==> config.mk <==
export PLATFORM = sky130hd
export DESIGN_NAME = seg7_scan_reader
export DESIGN_NICKNAME = d
export VERILOG_FILES = /design/src/rtl/seg7_scan_reader_pkg.sv /design/src/rtl/seg7_scan_reader_glyph_decode.sv /design/src/rtl/seg7_scan_reader.sv
export SDC_FILE = /design/constraint.sdc
export NUM_CORES = 1
export LEC_CHECK = 0
export CORE_ASPECT_RATIO = 1.25
export CORE_UTILIZATION = 40
export CTS_BUF_LIST = sky130_fd_sc_hd__clkbuf_4
export CTS_CLUSTER_DIAMETER = 150
export DETAILED_ROUTE_END_ITERATION = 10
export HOLD_SLACK_MARGIN = 0.08
export PLACE_DENSITY = 0.71
export SETUP_SLACK_MARGIN = 0.15
export SYNTH_ARGS = -nofsm -noshare
export SYNTH_HDL_FRONTEND = slang
export SYNTH_SLANG_ARGS = --single-unit
==> constraint.sdc <==
create_clock -name clk -period 4.15 [get_ports clk]
set_input_delay 1.245 -clock clk [delete_from_list [all_inputs] [get_ports clk]]
set_output_delay 1.245 -clock clk [all_outputs]
set_load 0.01 [all_outputs]
==> src/rtl/seg7_scan_reader_pkg.sv <==
// Shared definitions for the seven-segment scan reader: glyph constants, the
// invalid-digit code and the frame FSM state type.
package seg7_scan_reader_pkg;

    // Segment patterns {a,b,c,d,e,f,g}, a in bit 6, active-high.
    // The BCD-to-7seg encoder on the driving side uses the same constants.
    localparam logic [6:0] SEG_0 = 7'h7E;
    localparam logic [6:0] SEG_1 = 7'h30;
    localparam logic [6:0] SEG_2 = 7'h6D;
    localparam logic [6:0] SEG_3 = 7'h79;
    localparam logic [6:0] SEG_4 = 7'h33;
    localparam logic [6:0] SEG_5 = 7'h5B;
    localparam logic [6:0] SEG_6 = 7'h5F;
    localparam logic [6:0] SEG_7 = 7'h70;
    localparam logic [6:0] SEG_8 = 7'h7F;
    localparam logic [6:0] SEG_9 = 7'h7B;

    // Code reported for a pattern that is not a legal 0-9 glyph.
    localparam logic [3:0] BCD_INVALID = 4'hF;

    typedef enum logic [0:0] {
        StCollect = 1'b0,
        StPresent = 1'b1
    } scan_state_e;

endpackage

==> src/rtl/seg7_scan_reader_glyph_decode.sv <==
// Combinational seven-segment glyph to BCD decoder. Anything that is not an
// exact 0-9 glyph decodes to BCD_INVALID with err_o set.
module seg7_glyph_decode
    import seg7_scan_reader_pkg::*;
(
    input  logic [6:0] y_i,
    output logic [3:0] bcd_o,
    output logic       err_o
);

    // Glyph lookup table.
    always_comb begin
        bcd_o = BCD_INVALID;
        err_o = 1'b0;
        case (y_i)
            SEG_0:   bcd_o = 4'd0;
            SEG_1:   bcd_o = 4'd1;
            SEG_2:   bcd_o = 4'd2;
            SEG_3:   bcd_o = 4'd3;
            SEG_4:   bcd_o = 4'd4;
            SEG_5:   bcd_o = 4'd5;
            SEG_6:   bcd_o = 4'd6;
            SEG_7:   bcd_o = 4'd7;
            SEG_8:   bcd_o = 4'd8;
            SEG_9:   bcd_o = 4'd9;
            default: begin
                bcd_o = BCD_INVALID;
                err_o = 1'b1;
            end
        endcase
    end

endmodule

==> src/rtl/seg7_scan_reader.sv <==
// Receive side of a multiplexed seven-segment display bus. Synchronises the
// anode and segment lines, waits for each digit to settle, decodes it back to
// BCD and hands complete frames downstream over valid/ready.
module seg7_scan_reader
    import seg7_scan_reader_pkg::*;
#(
    parameter int unsigned NUM_DIGITS    = 4,
    parameter int unsigned STABLE_CYCLES = 4,
    parameter int unsigned SYNC_STAGES   = 2
) (
    input  logic                    clk,
    input  logic                    reset,
    input  logic [NUM_DIGITS-1:0]   an,
    input  logic [6:0]              Y,
    output logic [4*NUM_DIGITS-1:0] frame_bcd,
    output logic [NUM_DIGITS-1:0]   frame_err,
    output logic                    frame_valid,
    input  logic                    frame_ready,
    output logic                    overrun
);

    localparam int unsigned          SAMPLE_W   = NUM_DIGITS + 7;
    localparam int unsigned          CNT_W      = $clog2(STABLE_CYCLES + 1);
    localparam logic [CNT_W-1:0]     STABLE_MAX = CNT_W'(STABLE_CYCLES);

    // Synchroniser chains.
    logic [NUM_DIGITS-1:0] an_sync_q [SYNC_STAGES];
    logic [6:0]            y_sync_q  [SYNC_STAGES];

    logic [NUM_DIGITS-1:0] an_s;
    logic [6:0]            y_s;
    logic [SAMPLE_W-1:0]   sample;
    logic [SAMPLE_W-1:0]   prev_q;
    logic [CNT_W-1:0]      cnt_q, cnt_d;
    logic                  an_onehot;
    logic                  same;
    logic                  capture;

    logic [3:0]            dec_bcd;
    logic                  dec_err;

    logic [4*NUM_DIGITS-1:0] slot_bcd_q, slot_bcd_d;
    logic [NUM_DIGITS-1:0]   slot_err_q, slot_err_d;
    logic [NUM_DIGITS-1:0]   seen_q, seen_merged;
    logic                    complete;

    scan_state_e state_q;

    // Input synchroniser: every downstream decision uses the last stage only.
    always_ff @(posedge clk) begin
        if (reset) begin
            for (int unsigned s = 0; s < SYNC_STAGES; s++) begin
                an_sync_q[s] <= '0;
                y_sync_q[s]  <= '0;
            end
        end else begin
            an_sync_q[0] <= an;
            y_sync_q[0]  <= Y;
            for (int unsigned s = 1; s < SYNC_STAGES; s++) begin
                an_sync_q[s] <= an_sync_q[s-1];
                y_sync_q[s]  <= y_sync_q[s-1];
            end
        end
    end

    assign an_s      = an_sync_q[SYNC_STAGES-1];
    assign y_s       = y_sync_q[SYNC_STAGES-1];
    assign sample    = {an_s, y_s};
    assign an_onehot = $onehot(an_s);
    assign same      = (sample == prev_q);

    // Stability counter: restarts at 1 on any change, saturates, and is
    // parked at 0 while the anode lines are not one-hot.
    always_comb begin
        cnt_d = '0;
        if (an_onehot) begin
            if (!same) begin
                cnt_d = CNT_W'(1);
            end else if (cnt_q < STABLE_MAX) begin
                cnt_d = cnt_q + 1'b1;
            end else begin
                cnt_d = cnt_q;
            end
        end
    end

    // Fire once per stable run; the !same term covers STABLE_CYCLES == 1,
    // where the counter is already saturated when a new run starts.
    assign capture = an_onehot && (cnt_d == STABLE_MAX) && (!same || (cnt_q != STABLE_MAX));

    // Stability tracking state.
    always_ff @(posedge clk) begin
        if (reset) begin
            prev_q <= '0;
            cnt_q  <= '0;
        end else begin
            prev_q <= sample;
            cnt_q  <= cnt_d;
        end
    end

    seg7_glyph_decode u_decode (
        .y_i   (y_s),
        .bcd_o (dec_bcd),
        .err_o (dec_err)
    );

    // Slot contents with this cycle's capture merged in, so a completing
    // capture is included in the frame it completes.
    always_comb begin
        slot_bcd_d = slot_bcd_q;
        slot_err_d = slot_err_q;
        for (int unsigned i = 0; i < NUM_DIGITS; i++) begin
            if (capture && an_s[i]) begin
                slot_bcd_d[4*i +: 4] = dec_bcd;
                slot_err_d[i]        = dec_err;
            end
        end
    end

    assign seen_merged = capture ? (seen_q | an_s) : seen_q;
    assign complete    = capture && (&seen_merged);

    // Digit slots and the per-frame seen mask.
    always_ff @(posedge clk) begin
        if (reset) begin
            slot_bcd_q <= '0;
            slot_err_q <= '0;
            seen_q     <= '0;
        end else begin
            slot_bcd_q <= slot_bcd_d;
            slot_err_q <= slot_err_d;
            seen_q     <= complete ? '0 : seen_merged;
        end
    end

    // Frame FSM and handshake; all outputs are registered here.
    always_ff @(posedge clk) begin
        if (reset) begin
            state_q     <= StCollect;
            frame_bcd   <= '0;
            frame_err   <= '0;
            frame_valid <= 1'b0;
            overrun     <= 1'b0;
        end else begin
            case (state_q)
                StCollect: begin
                    if (complete) begin
                        frame_bcd   <= slot_bcd_d;
                        frame_err   <= slot_err_d;
                        frame_valid <= 1'b1;
                        state_q     <= StPresent;
                    end
                end
                StPresent: begin
                    if (frame_ready) begin
                        overrun <= 1'b0;
                        // Accept and completion together: hand over the new
                        // frame directly without a gap in frame_valid.
                        if (complete) begin
                            frame_bcd <= slot_bcd_d;
                            frame_err <= slot_err_d;
                        end else begin
                            frame_valid <= 1'b0;
                            state_q     <= StCollect;
                        end
                    end else if (complete) begin
                        overrun <= 1'b1;
                    end
                end
                default: begin
                    state_q     <= StCollect;
                    frame_valid <= 1'b0;
                end
            endcase
        end
    end

endmodule

Word-level counts from Yosys, hierarchy flattened
Memory sizes are Yosys's and may differ from the RTL's.
Index checks and enable logic that the tools add are counted.

word-level totals
  register bits after elaboration = 61
  RAM bits = 22
  input port bits = 14
  output and inout bits = 22
  word-level logic and storage cells = 90
  memories = 2

operators by class
  $add $sub $neg = 4
  magnitude comparators = 1
  equality and inequality tests = 17
  multiplexer cells = 35
  bitwise gates (word level) = 6
  reduce and logical (&&, ||, !) cells = 15

memories
  memory     depth  bits a word  read ports  clocked after Yosys merged registers in  write ports  line                    text
  y_sync_q   2      7            2           0                                        2            seg7_scan_reader.sv:28  logic [6:0] y_sync_q [SYNC_STAGES];
  an_sync_q  2      4            2           0                                        2            seg7_scan_reader.sv:27  logic [NUM_DIGITS-1:0] an_sync_q [SYNC_STAGES];

operator list
  operator                                            number
  == test 7 bit (second input constant)               8
  case mux 4 bit (10 select lines)                    1
  2-to-1 mux 4 bit                                    9
  2-to-1 mux 16 bit                                   2
  case mux 16 bit (2 select lines)                    1
  == test 7 x 6 -> 1 bit (second input constant)      2
  2-to-1 mux 1 bit                                    14
  2-to-1 mux 7 bit                                    2
  == test 11 bit                                      1
  OR reduction 10 bit                                 1
  2-to-1 mux 3 bit                                    3
  case mux 4 bit (2 select lines)                     1
  logical AND 1 bit                                   7
  inequality test 2 bit (second input constant)       3
  adder 1 x 1 -> 2 bit                                2
  OR 1 bit                                            4
  OR 4 bit                                            1
  case mux 1 bit (2 select lines)                     2
  AND reduction 4 bit                                 1
  adder 2 x 2 -> 3 bit                                1
  adder 3 x 1 -> 3 bit (second input constant)        1
  == test 3 x 1 -> 1 bit (second input constant)      1
  == test 3 bit (second input constant)               1
  less-than comparator 3 bit (second input constant)  1
  8 further kinds                                     8

Depth between registers and ports, before layout
  depth after elaboration = 13
  depth in mapped cells = 12
  depth with buffers taken out = 11

Cells and area by module
A second synthesis with hierarchy kept.

second synthesis, totals
  cells, all modules = 371
  area, all modules = 3648.5 um2

modules (own cells, without submodules)
  module             times used  cells each  area each (um2)  seq. area each (um2)
  seg7_scan_reader   1           341         3457.1           1661.6
  seg7_glyph_decode  1           30          191.4            0.0

Worst setup path after synthesis
No wires, ideal clock.

  path type = flip-flop to flip-flop
  start point = memory an_sync_q[1][0], in the netlist an_sync_q[0][4]
  end point = register frame_bcd[0]
  setup time = 119 ps
  arrival = 2690 ps
  data required time = 4031 ps
  path slack = 1341 ps
  stages on the path, launching flop included = 13
  buffers on the path = 1
  clock period less this slack = 2809 ps
  path through = dfxtp_1 inv_1 fa_1 inv_1 ha_1 ha_1 nor2_1 nand2_1 or4_1 nor2_2 a21oi_1 buf_2 o2bb2ai_1

RTL lines
  what                    line                     text
  start: declaration      seg7_scan_reader.sv:27
  end signal: assignment  seg7_scan_reader.sv:149  frame_bcd <= slot_bcd_d;
  end signal: assignment  seg7_scan_reader.sv:161  frame_bcd <= slot_bcd_d;
  end: declaration        seg7_scan_reader.sv:15   output logic [4*NUM_DIGITS-1:0] frame_bcd,

==> metrics.yaml <==
floorplanning:
  initial_core_util: 0.415
  fp.dieArea_sq_um: 8080
  row_count: 35
  dieHeight_um: 100
  pin_count: 36
  floorplan.core_area_sq_um: 7440
  die_w_um: 80.6
setup_path:
  cp_slowest_cell: "or3b_1"
  reg2reg_from: "an_sync_q[0][4]"
  path_delay_family: "simple AND/OR/NAND/NOR gates"
  r2r_slack_ns: 0.98
  worst_r2r_path_depth: 11
  critPathLaunchType: "register"
  worstPathBufferInverterCount: 2
  critical_path_cell_sequence: "inv_1 > fa_1 > inv_1 > ha_1 > ha_1 > nor2_1 > nand2_1 > nor4_4 > nand3_1 > or3b_1 > o2bb2ai_1"
  crit_fanout: 20
  r2r-end: "frame_err[1]"
  required_time_of_the_worst_setup_path_ns: 4.50
  critical_path.max_stage_delay_ns: 0.68
  critical_path_depth: 11
  signal_arrival_time_at_the_worst_endpoint_ns: 3.53
  critical_path.endpoint_type: "register"
  critPathKind: "reg2reg"
detailed_routing:
  via_per_inst: 5.03
  dr_wl_met3_um: 164
  drt_wl_total_um: 5630
  drt_drc_violations_left: 0
  routed-via-count: 2142
  highest-signal-layer: "met4"
  route.met2.wl_um: 2610
  route.layer.met1.wl_um: 2650
  wire_per_inst_um: 13.2
  drt_iter0_markers: 88
  detail-route-antenna-nets: 0
  first_pass_iters: 4
timing:
  final.min_clock_period_ns: 3.17
  final.period_utilization: 0.765
  unrepaired_setup_endpoints_after_global_routing: "no"
  totalNegativeSetupSlack_ns: 0
  setup_slack_ns: 0.976
  hold-worst-slack_ns: 0.452
  timing.final.max_slew_violations: 0
  clock-skew-final_ns: 0.0191
  relSlewSlack: 0.466
  finalHoldViolations: 0
  max_slew.worst_pin.slew_ns: 0.802
  final_setup_vio_count: 0
  max_freq_mhz: 315
worst_hold_path:
  holdCritStartpoint: "y_sync_q[0][1]"
  hold-path-cell-count: 1
  worst_hold_path.endpoint: "y_sync_q[0][8]"
  holdCritPathClass: "reg2reg"
clocking:
  tritoncts: "done"
  master_cell_of_the_clock_root_buffer: "clkbuf_4"
  clock_latency_late_sink_ns: 0.43
  tritoncts_num_sinks: 83
  ctsResizeCount: 0
  htree_levels: 3
  tritoncts.num_buffers: 9
  postCtsSetupRepairBufs: 0
  cts_hold_buffers: 0
  clkSlewWorstSetupHoldPaths_ns: 0.13
  max-clock-path-buffers: 2
place:
  number_of_buffers_inserted_by_port_buffering: 35
  post_dp_cell_area_sq_um: 3490
  place_congestion: 0.862
  dpl.hpwl_um: 3820
  placed_cells_incl_taps: 410
  pre_cts_slack_ns: 0.986
power:
  leakage_nw: 1.43
  total_power_mw: 1.50
  power.density_cell_area_nw_per_um2: 407
  max-vdd-ir-drop_mv: 0.240
cells_and_area:
  antenna-diode-count: 0
  syn2layout_area_growth_pct: 19.4
  layout.core_utilization: 0.496
  design_area_sq_um: 3690
  finalNonFillerCells: 426
  design.final.nets: 348
  layout_commonest_cell: "dfxtp_1"
  layout.cells.most_common_list: "dfxtp_1, clkdlybuf4s50_1, nor2_1"
  post_route_cells_drive_above_1_share: 0.0749
logic_synthesis:
  synthesis.area_sq_um: 3090
  synth_enable_flop_cells: 0
  synthFlopType: "dfxtp_1"
  synth_cells: 298
  synth_seq_area_share: 0.538
  synthDominantAreaCellType: "dfxtp_1"
  ys_top_cells_by_area: "dfxtp_1, mux2i_1, nor2b_1"
  synth-seq-cells: 83
  post-synth-top-area-fraction: 0.538
  synth-async-reset-ratio: 0
  synth_nets: 317
  postSynthAreaPerCell_sq_um: 10.4
  post_synth_num_cell_types: 41
  synth_warnings: 0
global_routing:
  first_global_vias: 2121
  grt_pass1_wl_um: 9870
  global_route.usage.total: 0.161
  grt_max_degree: 65
  antenna_found_initial: 0
  globalRoute.totalOverflow: 0
flow_run:
  maxCapViolCount: 0
run_status:
  outcome: "finished, final reports clean"
-- sequential cells by signal (all words and copies together), names as in the netlist --
register     count
slot_err_q       4
slot_bcd_q      16
cnt_q            3
an_sync_q        8
frame_valid      1
overrun          1
prev_q          11
seen_q           4
y_sync_q        14
state_q          1
frame_bcd       16
frame_err        4
-- per-layer routing --
metal	vias to the layer above	GRT usage
met1	1001	0.199
met4	0	0.109
met2	36	0.254
li1	1088	-
met3	17	0.0282
met5	-	0
-- power breakdown --
group	leakage (nW)	internal [mW]	total, mW	switching, mW
combinational	0.646	0.0332	0.0690	0.0358
clock	0.105	0.317	0.608	0.291
sequential	0.674	0.811	0.823	0.0127
total	1.43	1.16	1.50	0.339
-- worst max path at each step --
stage / to / startpoint / slack, ns
after global placement: frame_bcd[15] / an_sync_q[0][5] / 1.05
after floorplan: frame_bcd[0] / an_sync_q[0][4] / 1.34
after global routing: frame_err[1] / an_sync_q[0][4] / 0.68
after detailed placement: frame_err[1] / an_sync_q[0][5] / 0.99
final: frame_err[1] / an_sync_q[0][4] / 0.98
after CTS: frame_err[1] / an_sync_q[0][4] / 0.96
-- cells by family (layout without fill, tap and decap cells) --
logic type	count (synthesis)	count (layout)	synth area share
flip-flops	83	83	0.538
AO/OA/AOI/OAI	43	43	0.107
AND/OR/NAND/NOR	105	105	0.188
multiplexers	21	21	0.0680
adder cells (fa/ha/maj)	5	5	0.0227
XOR/XNOR	12	12	0.0389
buffers and inverters	29	65	0.0381
-- cell type report --
type,instances,area [sq um]
Clock buffer,9,67.6
Clock inverter,7,130
Fill cell,683,3750
Inverter,12,45.0
Multi-Input combinational cell,186,1310
Sequential cell,83,1660
Tap cell,92,115
Timing Repair Buffer,37,360
-- synth_stat cells (2+ instances only) --
master,instances
clkbuf_1,9
xnor2_1,10
nor3_1,5
inv_1,12
nand3_1,7
dfxtp_1,83
nor2_1,33
nor3b_1,3
mux2i_1,21
nand2_1,6
a21oi_1,6
nor2b_1,31
o22ai_1,2
o21ai_0,3
nand4_1,4
xnor2_2,2
o211ai_1,2
buf_2,7
a211oi_1,5
o2bb2ai_1,20
ha_1,4
a221oi_1,2
nand2b_1,3
Note: power is estimated with default switching activity, not from simulation.
